[config.mk]
export PLATFORM = sky130hd
export DESIGN_NAME = requant_pack
export DESIGN_NICKNAME = d
export VERILOG_FILES = /design/src/rtl/requant_pack.sv
export SDC_FILE = /design/constraint.sdc
export NUM_CORES = 2
export LEC_CHECK = 0
export ABC_AREA = 1
export ABC_CLOCK_PERIOD_IN_PS = 30900
export CORE_MARGIN = 1
export CORE_UTILIZATION = 58
export CTS_BUF_LIST = sky130_fd_sc_hd__clkbuf_4
export CTS_CLUSTER_DIAMETER = 30
export DETAILED_ROUTE_END_ITERATION = 10
export PLACE_DENSITY = 0.82
export REMOVE_ABC_BUFFERS = 1
export SYNTH_ARGS = -nofsm -noshare
export SYNTH_HDL_FRONTEND = slang
export SYNTH_SLANG_ARGS = --single-unit
export TNS_END_PERCENT = 100
[constraint.sdc]
create_clock -name clk -period 30.9 [get_ports clk]
set_clock_uncertainty 0.1 [all_clocks]
set_input_delay 6.18 -clock clk [delete_from_list [all_inputs] [get_ports clk]]
set_output_delay 6.18 -clock clk [all_outputs]
set_load 0.1 [all_outputs]
[src/rtl/requant_pack.sv]
// Output stage of the KWS accelerator: bias add, TFLite-style fixed-point requantization,
// output offset and clamp, then packing of four int8 results into one 32-bit word.
module requant_pack (
    input  logic        clk,
    input  logic        reset_n,
    input  logic        cfg_we,
    input  logic [31:0] cfg_out_offset,
    input  logic [31:0] cfg_act_min,
    input  logic [31:0] cfg_act_max,
    input  logic        in_valid,
    output logic        in_ready,
    input  logic [31:0] in_acc,
    input  logic [31:0] in_bias,
    input  logic [31:0] in_mult,
    input  logic [5:0]  in_shift,
    input  logic        in_flush,
    output logic        out_valid,
    input  logic        out_ready,
    output logic [31:0] out_data,
    output logic [2:0]  out_count
);

    logic signed [31:0] r_out_offset;
    logic signed [31:0] r_act_min;
    logic signed [31:0] r_act_max;

    logic               r_s1_valid;
    logic signed [31:0] r_s1_x;
    logic signed [31:0] r_s1_mult;
    logic [4:0]         r_s1_rsh;
    logic               r_s1_flush;

    logic               r_s2_valid;
    logic signed [31:0] r_s2_r;
    logic [4:0]         r_s2_rsh;
    logic               r_s2_flush;

    logic               r_s3_valid;
    logic [7:0]         r_s3_byte;
    logic               r_s3_flush;

    logic [31:0]        r_lanes;
    logic [1:0]         r_lane_cnt;
    logic               r_out_valid;
    logic [31:0]        r_out_data;
    logic [2:0]         r_out_count;

    logic               w_stall;
    logic [31:0]        w_sum;
    logic [5:0]         w_neg_shift;
    logic [4:0]         w_lsh;
    logic [4:0]         w_rsh;
    logic [31:0]        w_x;
    logic signed [63:0] w_ab;
    logic signed [63:0] w_ab_nudged;
    logic signed [63:0] w_ab_div;
    logic signed [31:0] w_srdhm;
    logic [31:0]        w_mask;
    logic [31:0]        w_rem;
    logic [31:0]        w_thr;
    logic signed [31:0] w_q;
    logic signed [31:0] w_y;
    logic [7:0]         w_byte;
    logic [31:0]        w_packed;
    logic               w_word_done;
    logic               w_unused_bits;

    assign w_stall   = r_out_valid & ~out_ready;
    assign in_ready  = ~w_stall;
    assign out_valid = r_out_valid;
    assign out_data  = r_out_data;
    assign out_count = r_out_count;

    // Stage 1 arithmetic: bias add and left shift, both wrapping at 32 bits.
    always_comb begin
        w_sum       = in_acc + in_bias;
        w_neg_shift = 6'd0 - in_shift;
        w_lsh       = in_shift[5] ? 5'd0 : in_shift[4:0];
        w_rsh       = in_shift[5] ? w_neg_shift[4:0] : 5'd0;
        w_x         = w_sum << w_lsh;
    end

    // Stage 2 arithmetic: saturating rounding doubling high multiply.
    always_comb begin
        w_ab        = r_s1_x * r_s1_mult;
        w_ab_nudged = w_ab + ((w_ab >= 64'sd0) ? 64'sd1073741824 : -64'sd1073741823);
        w_ab_div    = (w_ab_nudged < 64'sd0) ? ((w_ab_nudged + 64'sd2147483647) >>> 31)
                                             : (w_ab_nudged >>> 31);
        if (r_s1_x == 32'sh80000000 && r_s1_mult == 32'sh80000000)
            w_srdhm = 32'sh7FFFFFFF;
        else
            w_srdhm = w_ab_div[31:0];
    end

    assign w_unused_bits = ^{w_ab_div[63:32], w_neg_shift[5]};

    // Stage 3 arithmetic: round-half-away right shift, offset, clamp to activation range.
    always_comb begin
        w_mask = (32'd1 << r_s2_rsh) - 32'd1;
        w_rem  = r_s2_r & w_mask;
        w_thr  = (w_mask >> 1) + {31'd0, r_s2_r[31]};
        w_q    = (r_s2_r >>> r_s2_rsh) + ((w_rem > w_thr) ? 32'sd1 : 32'sd0);
        w_y    = w_q + r_out_offset;
        if (w_y < r_act_min)
            w_byte = r_act_min[7:0];
        else if (w_y > r_act_max)
            w_byte = r_act_max[7:0];
        else
            w_byte = w_y[7:0];
    end

    always_comb begin
        w_packed    = r_lanes | ({24'd0, r_s3_byte} << {r_lane_cnt, 3'b000});
        w_word_done = (r_lane_cnt == 2'd3) | r_s3_flush;
    end

    always_ff @(posedge clk or negedge reset_n) begin
        if (!reset_n) begin
            r_out_offset <= 32'sd0;
            r_act_min    <= -32'sd128;
            r_act_max    <= 32'sd127;
        end else if (cfg_we) begin
            r_out_offset <= cfg_out_offset;
            r_act_min    <= cfg_act_min;
            r_act_max    <= cfg_act_max;
        end
    end

    // The three arithmetic stages advance together and freeze as a unit while the output word is refused.
    always_ff @(posedge clk or negedge reset_n) begin
        if (!reset_n) begin
            r_s1_valid <= 1'b0;
            r_s1_x     <= 32'sd0;
            r_s1_mult  <= 32'sd0;
            r_s1_rsh   <= 5'd0;
            r_s1_flush <= 1'b0;
            r_s2_valid <= 1'b0;
            r_s2_r     <= 32'sd0;
            r_s2_rsh   <= 5'd0;
            r_s2_flush <= 1'b0;
            r_s3_valid <= 1'b0;
            r_s3_byte  <= 8'd0;
            r_s3_flush <= 1'b0;
        end else if (!w_stall) begin
            r_s1_valid <= in_valid;
            r_s1_x     <= w_x;
            r_s1_mult  <= in_mult;
            r_s1_rsh   <= w_rsh;
            r_s1_flush <= in_flush;
            r_s2_valid <= r_s1_valid;
            r_s2_r     <= w_srdhm;
            r_s2_rsh   <= r_s1_rsh;
            r_s2_flush <= r_s1_flush;
            r_s3_valid <= r_s2_valid;
            r_s3_byte  <= w_byte;
            r_s3_flush <= r_s2_flush;
        end
    end

    // Packer: a completing byte goes straight into the output register, so a handoff and the next word never bubble.
    always_ff @(posedge clk or negedge reset_n) begin
        if (!reset_n) begin
            r_lanes     <= 32'd0;
            r_lane_cnt  <= 2'd0;
            r_out_valid <= 1'b0;
            r_out_data  <= 32'd0;
            r_out_count <= 3'd0;
        end else if (!w_stall) begin
            if (r_s3_valid && w_word_done) begin
                r_out_data  <= w_packed;
                r_out_count <= {1'b0, r_lane_cnt} + 3'd1;
                r_out_valid <= 1'b1;
                r_lanes     <= 32'd0;
                r_lane_cnt  <= 2'd0;
            end else begin
                r_out_valid <= 1'b0;
                if (r_s3_valid) begin
                    r_lanes    <= w_packed;
                    r_lane_cnt <= r_lane_cnt + 2'd1;
                end
            end
        end
    end

endmodule

==> impl_metrics.csv <==
group,metric,value,unit
status,outcome,"complete, no violations",
global_route,track_usage,34.10,%
sta,final_max_slew_viol_count,0,
placement,gp_congestion,1.035,
worst_setup_path,crit_path_max_fanout,51,
routing,first_pass_iters,6,
floorplan,die_area,109900,um^2
sta,setup_slack,16.15,ns
cts,cts_buffers,83,
sta,period_share,47.73,%
sta,slew_headroom,13.87,%
routing,wl_per_cell,18.16,um
worst_setup_path,slowest_delay,1.17,ns
routing,vias_per_cell,5.447,
floorplan,core,107400,um^2
floorplan,rows,120,
cts,path_clk_slew,0.06,ns
job,maxCapViolCount,0,
worst_setup_path,crit_required,24.62,ns
cts,cts-root-buf,"clkbuf_4",
global_route,grt_pass1_wl,296.5,mm
worst_setup_path,crit_buf_inv,4,
cts,cts_setup_buffers,0,
sta,tightestPinTransition,1.283,ns
floorplan,initial_core_util,58.66,%
sta,fmax,67.80,MHz
synth,yosys_warnings,0,
cts,cts_resized,0,
routing,drtIter0Drc,4340,
global_route,grt_max_degree,98,
synth,syn_avg_cell_area,7.370,um^2
worst_setup_path,startpoint_type,"primary input",
synth,ys_types,70,
synth,synth_area,62980,um^2
cts,numClockSinks,286,
synth,synthFlopType,"dfrtp_1",
synth,synth-edff-count,0,
cts,cts_max_path_buffers,3,
worst_setup_path,cp-end-kind,"primary output",
sta,fin_setup_tns,0,ns
sta,rsz0062_at_grt,"no",
global_route,grt-ovfl-total,0,
placement,post-place-ws,16.15,ns
sta,hold_viol_final,0,
routing,drc_errors,0,
worst_setup_path,cp.arrival,8.47,ns
routing,wl,182.7,mm
floorplan,dieHeight,331.5,um
sta,setup_viol,0,
placement,post-dp-hpwl,149.2,mm
synth,yosysSeqAreaShare,11.43,%
worst_setup_path,crit_family,"buffers and inverters",
cts,htreeDepth,3,
placement,port-buffer-count,240,
floorplan,die_x,331.5,um
global_route,grt_pass1_vias,56740,
worst_setup_path,cpMostUsedCell,"clkdlybuf4s50_1",
synth,synthCells,8545,
worst_setup_path,path_class,"in2out",
worst_setup_path,cp_cell_sequence,"clkdlybuf4s50_1, nor2_4, buf_4, inv_4, clkdlybuf4s50_1",
floorplan,ios,241,
worst_setup_path,cp_slowest_cell,"clkdlybuf4s50_1",
routing,ant_nets,0,
cts,cts_tree,"built",
cts,clk_latency,0.94,ns
cts,ctsHoldBuffers,0,
layout,drive_gt1_share,5.135,%
sta,period_minus_slack,14.75,ns
global_route,antenna_found_initial,9,
routing,vias,54800,
layout,final_nets,10230,
synth,yosys_register_bits,286,
hold_path,min-delay-path-class,"reg2reg",
synth,async_flop_share,100.0,%
layout,syn_to_final_growth,7.132,%
==> cell type report <==
cell class / instances / area [um^2]
Antenna cell: 10 / 25.02
Clock inverter: 32 / 167.7
Tap cell: 1403 / 1755
Timing Repair Buffer: 329 / 3073
Inverter: 2102 / 7895
Multi-Input combinational cell: 5778 / 46450
Clock buffer: 120 / 900.9
Sequential cell: 286 / 7201
Fill cell: 9282 / 39880
==> through the flow <==
stage	hold WS (ns)	utilization [%]	std cells	instance area, um^2
6_report	0.3740	62.85	10060	67470
3_3_place_gp	0.3526	61.83	9898	66380
5_1_grt	0.3972	62.85	10060	67470
2_1_floorplan	0.3422	-	8166	61520
4_1_cts	0.3762	62.83	10050	67440
3_5_place_dp	0.3597	61.83	9898	66380
==> cell families after synthesis <==
kind of cell               Yosys count  synth area share [%]
muxes                               58                0.9874
other                                2               0.01192
DFF                                286                 11.43
AOI/OAI and AO/OA                  825                 7.212
and+or+nand+nor                   3269                 21.29
adders and majority gates         1447                 41.68
buffers and inverters             2481                 14.85
xor gates and xnor gates           177                 2.533
==> metal layers <==
metal	global-route usage (%)	up-vias	wire (um)
li1	-	25390	-
met2	57.07	2259	87770
met1	43.07	26650	71180
met5	0	-	11
met4	16.59	2	9515
met3	5.495	494	14220
==> cell usage after synthesis (4+ instances only) <==
library cell	number	area, um^2
nand2_1	2362	8866
inv_1	2073	7781
fa_1	1085	21720
nor2_1	408	1531
o21ai_0	393	1967
ha_1	362	4529
clkbuf_1	354	1329
dfrtp_1	254	6356
a21oi_1	248	1241
nand3_1	233	1166
xor2_1	113	989.7
nand4_1	74	462.9
xnor2_1	58	508.0
nor3_1	40	200.2
a31oi_1	36	225.2
mux2_2	33	371.6
dfstp_2	32	840.8
nor2_2	30	187.7
nand2_2	29	181.4
mux2i_1	25	250.2
inv_2	24	90.09
o211ai_1	21	157.7
o21bai_1	21	157.7
nor4_1	19	118.9
a211oi_1	18	135.1
buf_1	16	60.06
o22ai_1	14	87.58
a22oi_1	12	90.09
nand3b_1	12	90.09
or2_2	11	68.82
nand3_2	10	100.1
o31ai_1	10	75.07
nor2_4	9	101.4
o21ai_1	9	45.04
a21boi_0	7	52.55
a21o_1	7	52.55
o221ai_1	6	52.55
xor2_2	6	97.59
and2_1	5	31.28
nor3_2	5	50.05
buf_4	4	30.03
clkinv_1	4	15.01
nand2_4	4	45.04
o21a_1	4	30.03
==> worst reg2reg max path: cells and delay by family, from the launching register on <==
| kind | cells | cell delay, ns |
|---|---|---|
| xor+xnor | 2 | 0.46 |
| simple gates | 39 | 6.31 |
| compound gates | 13 | 2.60 |
| flops | 1 | 0.55 |
| buf+inv | 5 | 0.78 |
| fa+ha+maj | 7 | 1.88 |
==> cell usage in the layout (no fill, tap or decap), types with 113 or more instances in the layout <==
master,instances
fa_1,1085
nand2_1,2362
a21oi_1,248
nor2_1,402
clkbuf_4,120
nand3_1,233
dfrtp_1,251
clkdlybuf4s50_1,238
inv_1,2073
xor2_1,113
ha_1,362
o21ai_0,393
==> final timing paths <==
path | endpoint | slack [ns] | start | cells past startpoint
min reg2reg | out_data[22] | 0.37 | out_data[22] | 2
max | in_ready | 16.15 | out_ready | 5
max reg2reg | r_s3_byte[1] | 18.14 | r_s2_rsh[0] | 66
max in group asynchronous | r_s1_x[25] | 23.29 | reset_n | 3
min in group asynchronous | r_s1_mult[16] | 5.16 | reset_n | 1
min | out_data[22] | 0.37 | out_data[22] | 2
==> state kept, by name (all words and copies together) (netlist names), 2 cells and up <==
| register | count |
|---|---|
| r_s1_x | 32 |
| r_out_offset | 32 |
| r_s1_rsh | 5 |
| r_lane_cnt | 2 |
| r_lanes | 32 |
| r_s2_rsh | 5 |
| r_s1_mult | 32 |
| r_s2_r | 32 |
| r_act_max | 32 |
| out_data | 32 |
| out_count | 3 |
| r_s3_byte | 8 |
| r_act_min | 32 |
Power is not shown: default switching activity piles up to over one toggle a cycle in this logic, so the estimate is an artifact.
